## src/rtl/param_accum_computer_if.sv

```systemverilog
// I/O handshake bundle of the accumulator computer: input word with valid/ready,
// output register with a one-cycle valid pulse.
interface param_accum_computer_if #(
  parameter int DATA_W = 4
) ();
  logic [DATA_W-1:0] InData;
  logic              InValid;
  logic              InReady;
  logic [DATA_W-1:0] OutData;
  logic              OutValid;

  // master: the environment that supplies input words and consumes output words
  modport master (
    output InData,
    output InValid,
    input  InReady,
    input  OutData,
    input  OutValid
  );

  // slave: the CPU core
  modport slave (
    input  InData,
    input  InValid,
    output InReady,
    output OutData,
    output OutValid
  );
endinterface

```

## src/rtl/param_accum_computer.sv

```systemverilog
// Parametrised accumulator CPU: loadable program RAM, data RAM, carry/zero flags,
// conditional branches and valid/ready I/O, sequenced by a FETCH/EXEC/WAIT_IN/HALT FSM.
module param_accum_computer #(
  parameter int DATA_W = 4,
  parameter int ADDR_W = 4
) (
  input  logic                 CLK,
  input  logic                 ResetN,
  input  logic                 Run,
  input  logic                 PRAMWrite,
  input  logic [ADDR_W-1:0]    PRAMAddress,
  input  logic [ADDR_W+3:0]    PRAMData,
  param_accum_computer_if.slave io,
  output logic [ADDR_W-1:0]    PC,
  output logic                 Halted
);

  localparam int INSTR_W = 4 + ADDR_W;
  localparam int DEPTH   = 1 << ADDR_W;

  typedef enum logic [1:0] {
    S_FETCH,
    S_EXEC,
    S_WAIT_IN,
    S_HALT
  } state_e;

  typedef enum logic [3:0] {
    OP_NOP = 4'h0,
    OP_ADD = 4'h1,
    OP_SUB = 4'h2,
    OP_STO = 4'h3,
    OP_LDA = 4'h4,
    OP_B   = 4'h5,
    OP_BZ  = 4'h6,
    OP_BC  = 4'h7,
    OP_INP = 4'h8,
    OP_OUT = 4'h9,
    OP_LDI = 4'hA,
    OP_AND = 4'hB,
    OP_HLT = 4'hC
  } op_e;

  state_e              state_q, state_d;
  logic [ADDR_W-1:0]   pc_q, pc_d;
  logic [INSTR_W-1:0]  ir_q, ir_d;
  logic [DATA_W-1:0]   acc_q, acc_d;
  logic                c_q, c_d;
  logic                z_q, z_d;
  logic [DATA_W-1:0]   out_q, out_d;
  logic                outv_q, outv_d;
  logic                dram_we;

  logic [INSTR_W-1:0]  pram [DEPTH];
  logic [DATA_W-1:0]   dram [DEPTH];

  op_e                 op;
  logic [ADDR_W-1:0]   operand;
  logic [DATA_W-1:0]   mem_rd;
  logic [DATA_W-1:0]   imm;
  logic [DATA_W:0]     sum;
  logic [DATA_W:0]     diff;

  assign op      = op_e'(ir_q[INSTR_W-1 -: 4]);
  assign operand = ir_q[ADDR_W-1:0];
  assign mem_rd  = dram[operand];
  assign sum     = {1'b0, acc_q} + {1'b0, mem_rd};
  // The extra top bit of the subtraction is the borrow, i.e. M > ACC.
  assign diff    = {1'b0, acc_q} - {1'b0, mem_rd};

  // Immediate: zero-extend the operand, or keep only its low DATA_W bits.
  always_comb begin
    imm = '0;
    for (int unsigned i = 0; i < DATA_W && i < ADDR_W; i++) begin
      imm[i] = operand[i];
    end
  end

  // Program RAM is written on any edge, independent of FSM state and reset.
  always_ff @(posedge CLK) begin
    if (PRAMWrite) begin
      pram[PRAMAddress] <= PRAMData;
    end
  end

  always_ff @(posedge CLK) begin
    if (ResetN && dram_we) begin
      dram[operand] <= acc_q;
    end
  end

  // FSM state register
  always_ff @(posedge CLK) begin
    if (!ResetN) begin
      state_q <= S_FETCH;
    end else begin
      state_q <= state_d;
    end
  end

  // FSM next-state logic
  always_comb begin
    state_d = state_q;
    unique case (state_q)
      S_FETCH: begin
        if (Run) begin
          state_d = S_EXEC;
        end
      end
      S_EXEC: begin
        case (op)
          OP_INP:  state_d = S_WAIT_IN;
          OP_HLT:  state_d = S_HALT;
          default: state_d = S_FETCH;
        endcase
      end
      S_WAIT_IN: begin
        if (io.InValid) begin
          state_d = S_FETCH;
        end
      end
      default: state_d = state_q;
    endcase
  end

  // FSM output / datapath next-state logic
  always_comb begin
    pc_d    = pc_q;
    ir_d    = ir_q;
    acc_d   = acc_q;
    c_d     = c_q;
    z_d     = z_q;
    out_d   = out_q;
    outv_d  = 1'b0;
    dram_we = 1'b0;
    unique case (state_q)
      S_FETCH: begin
        if (Run) begin
          ir_d = pram[pc_q];
          pc_d = pc_q + ADDR_W'(1);
        end
      end
      S_EXEC: begin
        case (op)
          OP_ADD: begin
            {c_d, acc_d} = sum;
            z_d          = (sum[DATA_W-1:0] == '0);
          end
          OP_SUB: begin
            {c_d, acc_d} = diff;
            z_d          = (diff[DATA_W-1:0] == '0);
          end
          OP_STO: dram_we = 1'b1;
          OP_LDA: begin
            acc_d = mem_rd;
            z_d   = (mem_rd == '0);
          end
          OP_B: pc_d = operand;
          OP_BZ: begin
            if (z_q) begin
              pc_d = operand;
            end
          end
          OP_BC: begin
            if (c_q) begin
              pc_d = operand;
            end
          end
          OP_OUT: begin
            out_d  = acc_q;
            outv_d = 1'b1;
          end
          OP_LDI: begin
            acc_d = imm;
            z_d   = (imm == '0);
          end
          OP_AND: begin
            acc_d = acc_q & mem_rd;
            z_d   = ((acc_q & mem_rd) == '0);
          end
          default: ;
        endcase
      end
      S_WAIT_IN: begin
        if (io.InValid) begin
          acc_d = io.InData;
          z_d   = (io.InData == '0);
        end
      end
      default: ;
    endcase
  end

  always_ff @(posedge CLK) begin
    if (!ResetN) begin
      pc_q   <= '0;
      ir_q   <= '0;
      acc_q  <= '0;
      c_q    <= 1'b0;
      z_q    <= 1'b0;
      out_q  <= '0;
      outv_q <= 1'b0;
    end else begin
      pc_q   <= pc_d;
      ir_q   <= ir_d;
      acc_q  <= acc_d;
      c_q    <= c_d;
      z_q    <= z_d;
      out_q  <= out_d;
      outv_q <= outv_d;
    end
  end

  assign PC          = pc_q;
  assign Halted      = (state_q == S_HALT);
  assign io.InReady  = (state_q == S_WAIT_IN);
  assign io.OutData  = out_q;
  assign io.OutValid = outv_q;

  // An OUT is always followed by a FETCH, so the valid pulse never stretches.
  a_outvalid_pulse: assert property (@(posedge CLK) disable iff (!ResetN)
    io.OutValid |=> !io.OutValid);

endmodule

```

## src/flat_wrapper.sv

```systemverilog
// flat-port wrapper written by rule: the top's interface ports become plain ports
module param_accum_computer_flat 
#(
  parameter int DATA_W = 4,
  parameter int ADDR_W = 4
)
  (CLK, ResetN, Run, PRAMWrite, PRAMAddress, PRAMData, PC, Halted, io_InData, io_InValid, io_InReady, io_OutData, io_OutValid);
  param_accum_computer_if #(.DATA_W(DATA_W)) io_i ();
  input  logic CLK;
  input  logic ResetN;
  input  logic Run;
  input  logic PRAMWrite;
  input  logic [ADDR_W-1:0] PRAMAddress;
  input  logic [ADDR_W+3:0] PRAMData;
  output logic [ADDR_W-1:0] PC;
  output logic Halted;
  input wire logic [$bits(io_i.InData)-1:0] io_InData;
  input wire logic [$bits(io_i.InValid)-1:0] io_InValid;
  output wire logic [$bits(io_i.InReady)-1:0] io_InReady;
  output wire logic [$bits(io_i.OutData)-1:0] io_OutData;
  output wire logic [$bits(io_i.OutValid)-1:0] io_OutValid;
  assign io_i.InData = io_InData;
  assign io_i.InValid = io_InValid;
  assign io_InReady = io_i.InReady;
  assign io_OutData = io_i.OutData;
  assign io_OutValid = io_i.OutValid;
  param_accum_computer #(.DATA_W(DATA_W), .ADDR_W(ADDR_W)) u_core (.CLK(CLK), .ResetN(ResetN), .Run(Run), .PRAMWrite(PRAMWrite), .PRAMAddress(PRAMAddress), .PRAMData(PRAMData), .io(io_i), .PC(PC), .Halted(Halted));
endmodule
```

## config.mk

```make
export PLATFORM = sky130hd
export DESIGN_NAME = param_accum_computer_flat
export DESIGN_NICKNAME = d
export VERILOG_FILES = /design/src/rtl/param_accum_computer_if.sv /design/src/rtl/param_accum_computer.sv /design/src/flat_wrapper.sv
export SDC_FILE = /design/constraint.sdc
export NUM_CORES = 1
export LEC_CHECK = 0
export BUFFER_PORTS_ARGS = -buffer_cell sky130_fd_sc_hd__buf_2
export CORE_MARGIN = 3
export CORE_UTILIZATION = 61
export CTS_CLUSTER_DIAMETER = 30
export DETAILED_ROUTE_END_ITERATION = 10
export PLACE_DENSITY = 0.79
export SETUP_SLACK_MARGIN = 0.05
export SYNTH_ARGS = -nofsm -noshare
export SYNTH_HDL_FRONTEND = slang
export SYNTH_SLANG_ARGS = --single-unit
```

## constraint.sdc

```tcl
create_clock -name CLK -period 5.6 [get_ports CLK]
set_clock_uncertainty 0.2 [all_clocks]
set_input_delay 0.28 -clock CLK [delete_from_list [all_inputs] [get_ports CLK]]
set_output_delay 0.28 -clock CLK [all_outputs]
set_load 0.02 [all_outputs]
```

---- Yosys cells after proc, flatten, opt, wreduce, memory -nomap -nowiden ----
Memory sizes are Yosys's and may differ from the RTL's. A register that Yosys moved wholly into a read port is not among the register bits.
Index checks and enable logic that the tools add are counted.
operators by class
  bitwise operators ....................... 1
  equal/unequal tests ..................... 21
  reductions and logical operators ........ 20
  add/sub/neg operators ................... 3
  muxes and demuxes ....................... 23
operator list
  kind                                                    count
  zero test 4 bit                                         6
  equality test 4 bit (second input constant)             5
  case mux 4 bit (5 select lines)                         1
  equality test 4 x 3 -> 1 bit (second input constant)    4
  two-way mux 4 bit                                       4
  case mux 4 bit (2 select lines)                         2
  case mux 4 bit (3 select lines)                         1
  equality test 4 x 2 -> 1 bit (second input constant)    2
  two-way mux 1 bit                                       8
  AND reduction 2 bit                                     4
  inequality test 3 x 2 -> 1 bit (second input constant)  2
  inequality test 6 bit (second input constant)           1
  case mux 2 bit (3 select lines)                         1
  AND reduction 3 bit                                     2
  nonzero test 2 bit                                      3
  adder 4 x 4 -> 5 bit                                    1
  case mux 1 bit (5 select lines)                         1
  AND reduction 5 bit                                     1
  subtractor 4 x 4 -> 5 bit                               1
  adder 4 x 1 -> 4 bit (second input constant)            1
  AND 4 bit                                               1
  equality test 2 bit (second input constant)             2
  equality test 4 x 1 -> 1 bit (second input constant)    1
  two-way mux 2 bit                                       2
  other kinds (9)                                         11
word-level totals
  RAM bits ................................ 192
  input port bits ......................... 21
  memories kept ........................... 2
  register bits after elaboration ......... 17
memories
  memory       words  width  read ports  clocked after memory_dff  wr ports  line                        RTL
  u_core.pram  16     8      1           1                         1         param_accum_computer.sv:54  logic [INSTR_W-1:0] pram [DEPTH];
  u_core.dram  16     4      1           0                         1         param_accum_computer.sv:55  logic [DATA_W-1:0] dram [DEPTH];

---- Logic depth before layout (Yosys ltp) ----
  depth after elaboration ................. 6
  gate-level depth with buffers ........... 12
  gate-level depth less buffers ........... 11

---- Worst setup path before layout ----
OpenSTA, ideal clock, no wires.
  path kind ............................... register to register
  start ................................... register u_core.ir_q[0] (read register of u_core.pram)
  end ..................................... register u_core.acc_q[1]
  path slack .............................. 2,487 ps
  arrival ................................. 2,780 ps
  period minus slack after synthesis ...... 3,113 ps
  data required time ...................... 5,267 ps
  path buffers ............................ 1
  stages on the path, launching flop included .. 11
  library setup time ...................... 133 ps
  cell sequence ........................... dfxtp_1 -> clkbuf_1 -> mux4_2 -> nand2_1 -> nand3_1 -> ha_1 -> fa_1 -> inv_1 -> a221o_1 -> a221oi_1 -> o32ai_1
on the way
  longest elaborated chain between the ends .. 4
  elaborated cells on any way between the ends .. 6
  classes of those cells .................. add/sub: 2; mux: 2; bitwise: 1; memory: 1
ends and longest elaborated chain
  item                                               line                         RTL
  start, declared                                    param_accum_computer.sv:46   logic [INSTR_W-1:0] ir_q, ir_d;
  memory read (16 x 4 bit) *                         -
  subtractor 4 x 4 -> 5 bit (tied with other cells)  param_accum_computer.sv:69   assign diff = {1'b0, acc_q} - {1'b0, mem_rd};
  case mux 4 bit (5 select lines) *                  param_accum_computer.sv:144  case (op)
  case mux 4 bit (2 select lines) *                  param_accum_computer.sv:136  unique case (state_q)
  end signal, assigned                               param_accum_computer.sv:198  acc_q <= '0;
  end signal, assigned                               param_accum_computer.sv:206  acc_q <= acc_d;
  end, declared                                      param_accum_computer.sv:47   logic [DATA_W-1:0] acc_q, acc_d;
Every way passes the cells marked *; elsewhere a longest branch is shown, timed or not.
A chain may end at the register's enable or synchronous reset.

---- Final worst setup path ----
Ends and elaborated chain as after synthesis.

==> report_table.html <==
<table>
<tr><th>Metric</th><th>Value</th></tr>
<tr><th colspan="2">Status</th></tr>
<tr><td>Result of the run</td><td>finished, final reports clean</td></tr>
<tr><th colspan="2">Logic synthesis</th></tr>
<tr><td>Synth Instances</td><td>546</td></tr>
<tr><td>Synth Flop Type</td><td>edfxtp_1</td></tr>
<tr><td>Most used standard cell by instance count after synthesis</td><td>edfxtp_1</td></tr>
<tr><td>Synth top area share</td><td>0.6269</td></tr>
<tr><td>Number of storage elements in the synthesis netlist</td><td>217</td></tr>
<tr><td>Synthesized netlist net count</td><td>583</td></tr>
<tr><td>Cell type with the largest total area after synthesis</td><td>edfxtp_1</td></tr>
<tr><td>Main area contributors after synthesis</td><td>edfxtp_1, mux4_2, dfxtp_1, nor2_1, ha_1</td></tr>
<tr><td>Most numerous cell types in the synthesized netlist</td><td>edfxtp_1, mux4_2, nor2_1, dfxtp_1, nand2_1</td></tr>
<tr><td>YS warnings</td><td>0</td></tr>
<tr><td>Syn Area/Cell</td><td>16.84 µm²</td></tr>
<tr><td>Proportion of register bits with asynchronous set or reset after synthesis</td><td>0</td></tr>
<tr><td>Post-synthesis sequential area ratio</td><td>0.6814</td></tr>
<tr><td>Number of distinct library cells after synthesis</td><td>between 50 and 60</td></tr>
<tr><td>Number of synthesized flops with an enable pin</td><td>192</td></tr>
<tr><td>Post-synth design cell area</td><td>about 9200 µm²</td></tr>
<tr><th colspan="2">Timing</th></tr>
<tr><td>Crit path setup slack, layout</td><td>1.600 ns</td></tr>
<tr><td>Unrepaired setup endpoints after global routing</td><td>no</td></tr>
<tr><td>Count of endpoints failing setup in the final report</td><td>0</td></tr>
<tr><td>Worst slew margin relative to its limit</td><td>0.2476</td></tr>
<tr><td>Minimum period implied by the final worst setup slack</td><td>4.000 ns</td></tr>
<tr><td>Ratio of final minimum period to clock period</td><td>0.7142</td></tr>
<tr><td>Max Slew Vio Count</td><td>0</td></tr>
<tr><td>Transition time at the pin with the least slew margin</td><td>around 1.1 ns</td></tr>
<tr><td>Total negative setup slack</td><td>0 ns</td></tr>
<tr><td>Achievable frequency</td><td>250.0 MHz</td></tr>
<tr><td>WHS</td><td>0.02848 ns</td></tr>
<tr><td>Final hold vios</td><td>0</td></tr>
<tr><th colspan="2">Finish</th></tr>
<tr><td>Fill count</td><td>811</td></tr>
<tr><td>Antenna cells</td><td>0</td></tr>
<tr><td>Register area</td><td>about 6300 µm²</td></tr>
<tr><td>Number of standard cells in the final layout excluding fillers</td><td>slightly above 800</td></tr>
<tr><td>Post-layout nets</td><td>645</td></tr>
<tr><td>Area used by multi-input combinational logic</td><td>2743 µm²</td></tr>
<tr><td>Post-synthesis to final-layout area growth</td><td>19.44%</td></tr>
<tr><td>Fraction of final layout cells sized beyond drive strength 1</td><td>0.2649</td></tr>
<tr><th colspan="2">GRT</th></tr>
<tr><td>Pin count of the biggest net entering global routing</td><td>38</td></tr>
<tr><td>Global-route wire length before repair</td><td>32,690 µm</td></tr>
<tr><td>Antenna violations before repair</td><td>0</td></tr>
<tr><td>Total gr overflow</td><td>0</td></tr>
<tr><td>Global routing usage summed across all routing layers</td><td>0.2678</td></tr>
<tr><td>Vias in the first global route</td><td>5,491</td></tr>
<tr><th colspan="2">Drt</th></tr>
<tr><td>Via Count</td><td>5,304</td></tr>
<tr><td>Number of iterations in the first detailed-routing pass</td><td>5</td></tr>
<tr><td>Remaining antenna violation count after routing</td><td>0</td></tr>
<tr><td>Routed Wire Length</td><td>between 20,000 and 25,000 µm</td></tr>
<tr><td>Detailed-route wire length per cell</td><td>25.68 µm</td></tr>
<tr><td>Number of DRC violations after detailed routing</td><td>0</td></tr>
<tr><td>Starting DRC count in detailed routing</td><td>490</td></tr>
<tr><td>Via density per instance</td><td>6.453</td></tr>
<tr><th colspan="2">Setup path</th></tr>
<tr><td>Largest incremental delay on the critical path</td><td>1.06 ns</td></tr>
<tr><td>Reg2Reg Launch Point</td><td>u_core.ir_q[0]</td></tr>
<tr><td>Endpoint type of the worst setup path</td><td>flip-flop</td></tr>
<tr><td>Critical path required time</td><td>5.75 ns</td></tr>
<tr><td>CP Data Arrival Time</td><td>between 4 and 5 ns</td></tr>
<tr><td>Flop-to-flop setup slack</td><td>1.60 ns</td></tr>
<tr><td>First element of the critical path</td><td>u_core.ir_q[0]</td></tr>
<tr><td>Cell-by-cell listing of the critical path</td><td>mux4_2, a22oi_1, nand3_1, ha_1, fa_1, inv_1, a221o_1, a221oi_1, o32ai_1</td></tr>
<tr><td>Terminus of the critical flop-to-flop path</td><td>u_core.acc_q[1]</td></tr>
<tr><td>Slowest cell on crit path</td><td>dfxtp_1</td></tr>
<tr><td>Worst setup SP type</td><td>flip-flop</td></tr>
<tr><td>CP Max Fanout</td><td>21</td></tr>
<tr><td>Worst Path Class, Setup</td><td>reg2reg</td></tr>
<tr><td>Worst reg2reg path depth</td><td>9</td></tr>
<tr><th colspan="2">Hold path</th></tr>
<tr><td>Worst hold path cell count</td><td>4</td></tr>
<tr><td>Worst Hold Path EP</td><td>u_core.acc_q[3]</td></tr>
<tr><td>Beginning of the worst hold path</td><td>io_InData[3]</td></tr>
<tr><td>Tightest Hold Check Type</td><td>in2reg</td></tr>
<tr><th colspan="2">Place</th></tr>
<tr><td>Post-detailed-placement half-perimeter wirelength</td><td>between 10,000 and 15,000 µm</td></tr>
<tr><td># port buffers</td><td>31</td></tr>
<tr><td>Cells after DPL</td><td>737</td></tr>
<tr><td>Setup WS pre-CTS</td><td>1.647 ns</td></tr>
<tr><td>RePlAce Congestion</td><td>0.8051</td></tr>
<tr><th colspan="2">CTS</th></tr>
<tr><td>Sink count of the clock tree</td><td>~220</td></tr>
<tr><td>Largest buffer count on any clock path</td><td>3</td></tr>
<tr><td>Maximum level of the CTS H-tree</td><td>2</td></tr>
<tr><td>Post-cts sizing count</td><td>0</td></tr>
<tr><td>TritonCTS clock tree</td><td>yes</td></tr>
<tr><td>TritonCTS buffer count</td><td>40</td></tr>
<tr><td>Skew-Pair Late Insertion Delay</td><td>0.51 ns</td></tr>
<tr><td>Count of buffers added by post-CTS timing repair for setup</td><td>0</td></tr>
<tr><td>Cell at the root of the clock tree</td><td>clkbuf_16</td></tr>
<tr><td>Clock transition at path regs</td><td>0.04 ns</td></tr>
<tr><th colspan="2">Die</th></tr>
<tr><td>Standard-cell row count</td><td>44</td></tr>
<tr><td>Core area</td><td>14,640 µm²</td></tr>
<tr><td>Initial cell density of the core</td><td>0.6280</td></tr>
<tr><td>Die width</td><td>128.8 µm</td></tr>
<tr><td>Overall die height</td><td>128.8 µm</td></tr>
<tr><td>Io pins</td><td>32</td></tr>
<tr><td>Die area</td><td>16,590 µm²</td></tr>
<tr><th colspan="2">Power and ir drop</th></tr>
<tr><td>Leakage power figure</td><td>3.676 nW</td></tr>
<tr><td>Max rail drop VDD</td><td>~0.43 mV</td></tr>
<tr><td>Power after layout</td><td>approximately 0.0047 W</td></tr>
<tr><td>Power per standard cell area</td><td>432.1 nW/µm²</td></tr>
<tr><th colspan="2">Job</th></tr>
<tr><td>Max-cap check violation count</td><td>0</td></tr>
</table>
==> how the worst max path moves through the flow <==
stage | to | slack (ns) | cells after the start
2_1_floorplan | u_core.acc_q[1] | 2.49 | 10
3_3_place_gp | u_core.acc_q[1] | 1.72 | 9
3_5_place_dp | u_core.acc_q[2] | 1.65 | 9
4_1_cts | u_core.acc_q[1] | 1.59 | 9
5_1_grt | u_core.acc_q[2] | 1.26 | 9
6_report | u_core.acc_q[1] | 1.60 | 9
==> sequential cells by signal, summed over array words and instances (netlist names) <==
name	count
u_core.PC	4
u_core.acc_q	4
u_core.c_q	1
u_core.dram	64
u_core.io.OutData	4
u_core.io.OutValid	1
u_core.ir_q	8
u_core.pram	128
u_core.state_q	2
u_core.z_q	1
==> stage by stage <==
stage          utilization  cell area, µm²
2_1_floorplan            -            9196
3_3_place_gp        0.6480            9489
3_5_place_dp        0.6480            9489
4_1_cts             0.7501           10980
5_1_grt             0.7501           10980
6_report            0.7501           10980
==> power breakdown <==
| part | leakage (nW) | internal, W | switching (W) | total, W |
|---|---|---|---|---|
| logic | 1.06 | 0.000214 | 0.000236 | 0.000449 |
| clock network | 0.665 | 0.00162 | 0.000786 | 0.00241 |
| registers | 1.95 | 0.00182 | 0.0000723 | 0.00189 |
| total | 3.68 | 0.00365 | 0.00109 | 0.00475 |
==> cell usage in the layout, fill, tap and decap left out, types with 5 or more instances in the layout <==
cell type	n
a21oi_1	19
buf_2	31
buf_4	6
bufinv_16	5
clkbuf_1	5
clkbuf_16	42
clkinv_2	7
dfxtp_1	24
dlygate4sd3_1	13
edfxtp_1	192
ha_1	14
inv_1	13
mux2i_1	8
mux4_2	57
nand2_1	25
nand2b_1	11
nand3_1	23
nand3b_1	5
nor2_1	48
nor2b_1	6
nor3_1	8
==> cells by family (layout without fill, tap and decap cells) <==
group | count (synthesis) | count (layout) | synth area share
simple gates | 146 | 146 | 0.07932
mux | 69 | 69 | 0.1532
buf+inv | 43 | 135 | 0.02041
fa+ha+maj | 16 | 16 | 0.02340
xor+xnor | 5 | 5 | 0.004762
compound gates | 50 | 50 | 0.03755
flops | 217 | 217 | 0.6814
==> metal layers <==
layer  global-route usage  wire length [µm]  part of all wire
met2               0.4674             11310              0.54
met1               0.3360              7811              0.37
met5                    0                 0                 0
met4              0.09265               601             0.028
met3              0.05604              1394             0.066
==> worst max-delay path, delay by kind of cell (launching register included) <==
| family | cells | cell delay, ns |
|---|---|---|
| flip-flops | 1 | 1.06 |
| AO/OA/AOI/OAI | 4 | 0.91 |
| adder cells (fa/ha/maj) | 2 | 0.81 |
| multiplexers | 1 | 0.61 |
| AND/OR/NAND/NOR | 1 | 0.21 |
| buffers and inverters | 1 | 0.05 |
==> cell type report <==
type	count	area share
clock buffers	49	0.09990
clock inverters	23	0.02438
inverters	13	0.004442
multi-input cells	286	0.2497
flip-flops and latches	217	0.5706
well taps	184	0.02096
repair buffers	50	0.03007
==> timing repair <==
| action | 4_1_cts | 5_1_grt |
|---|---|---|
| hold buffers | 13 | 0 |
| endpoints found under the hold margin | 140 | 0 |
| setup endpoints to repair | 0 | 0 |
Note: power is estimated with default switching activity, not from simulation.
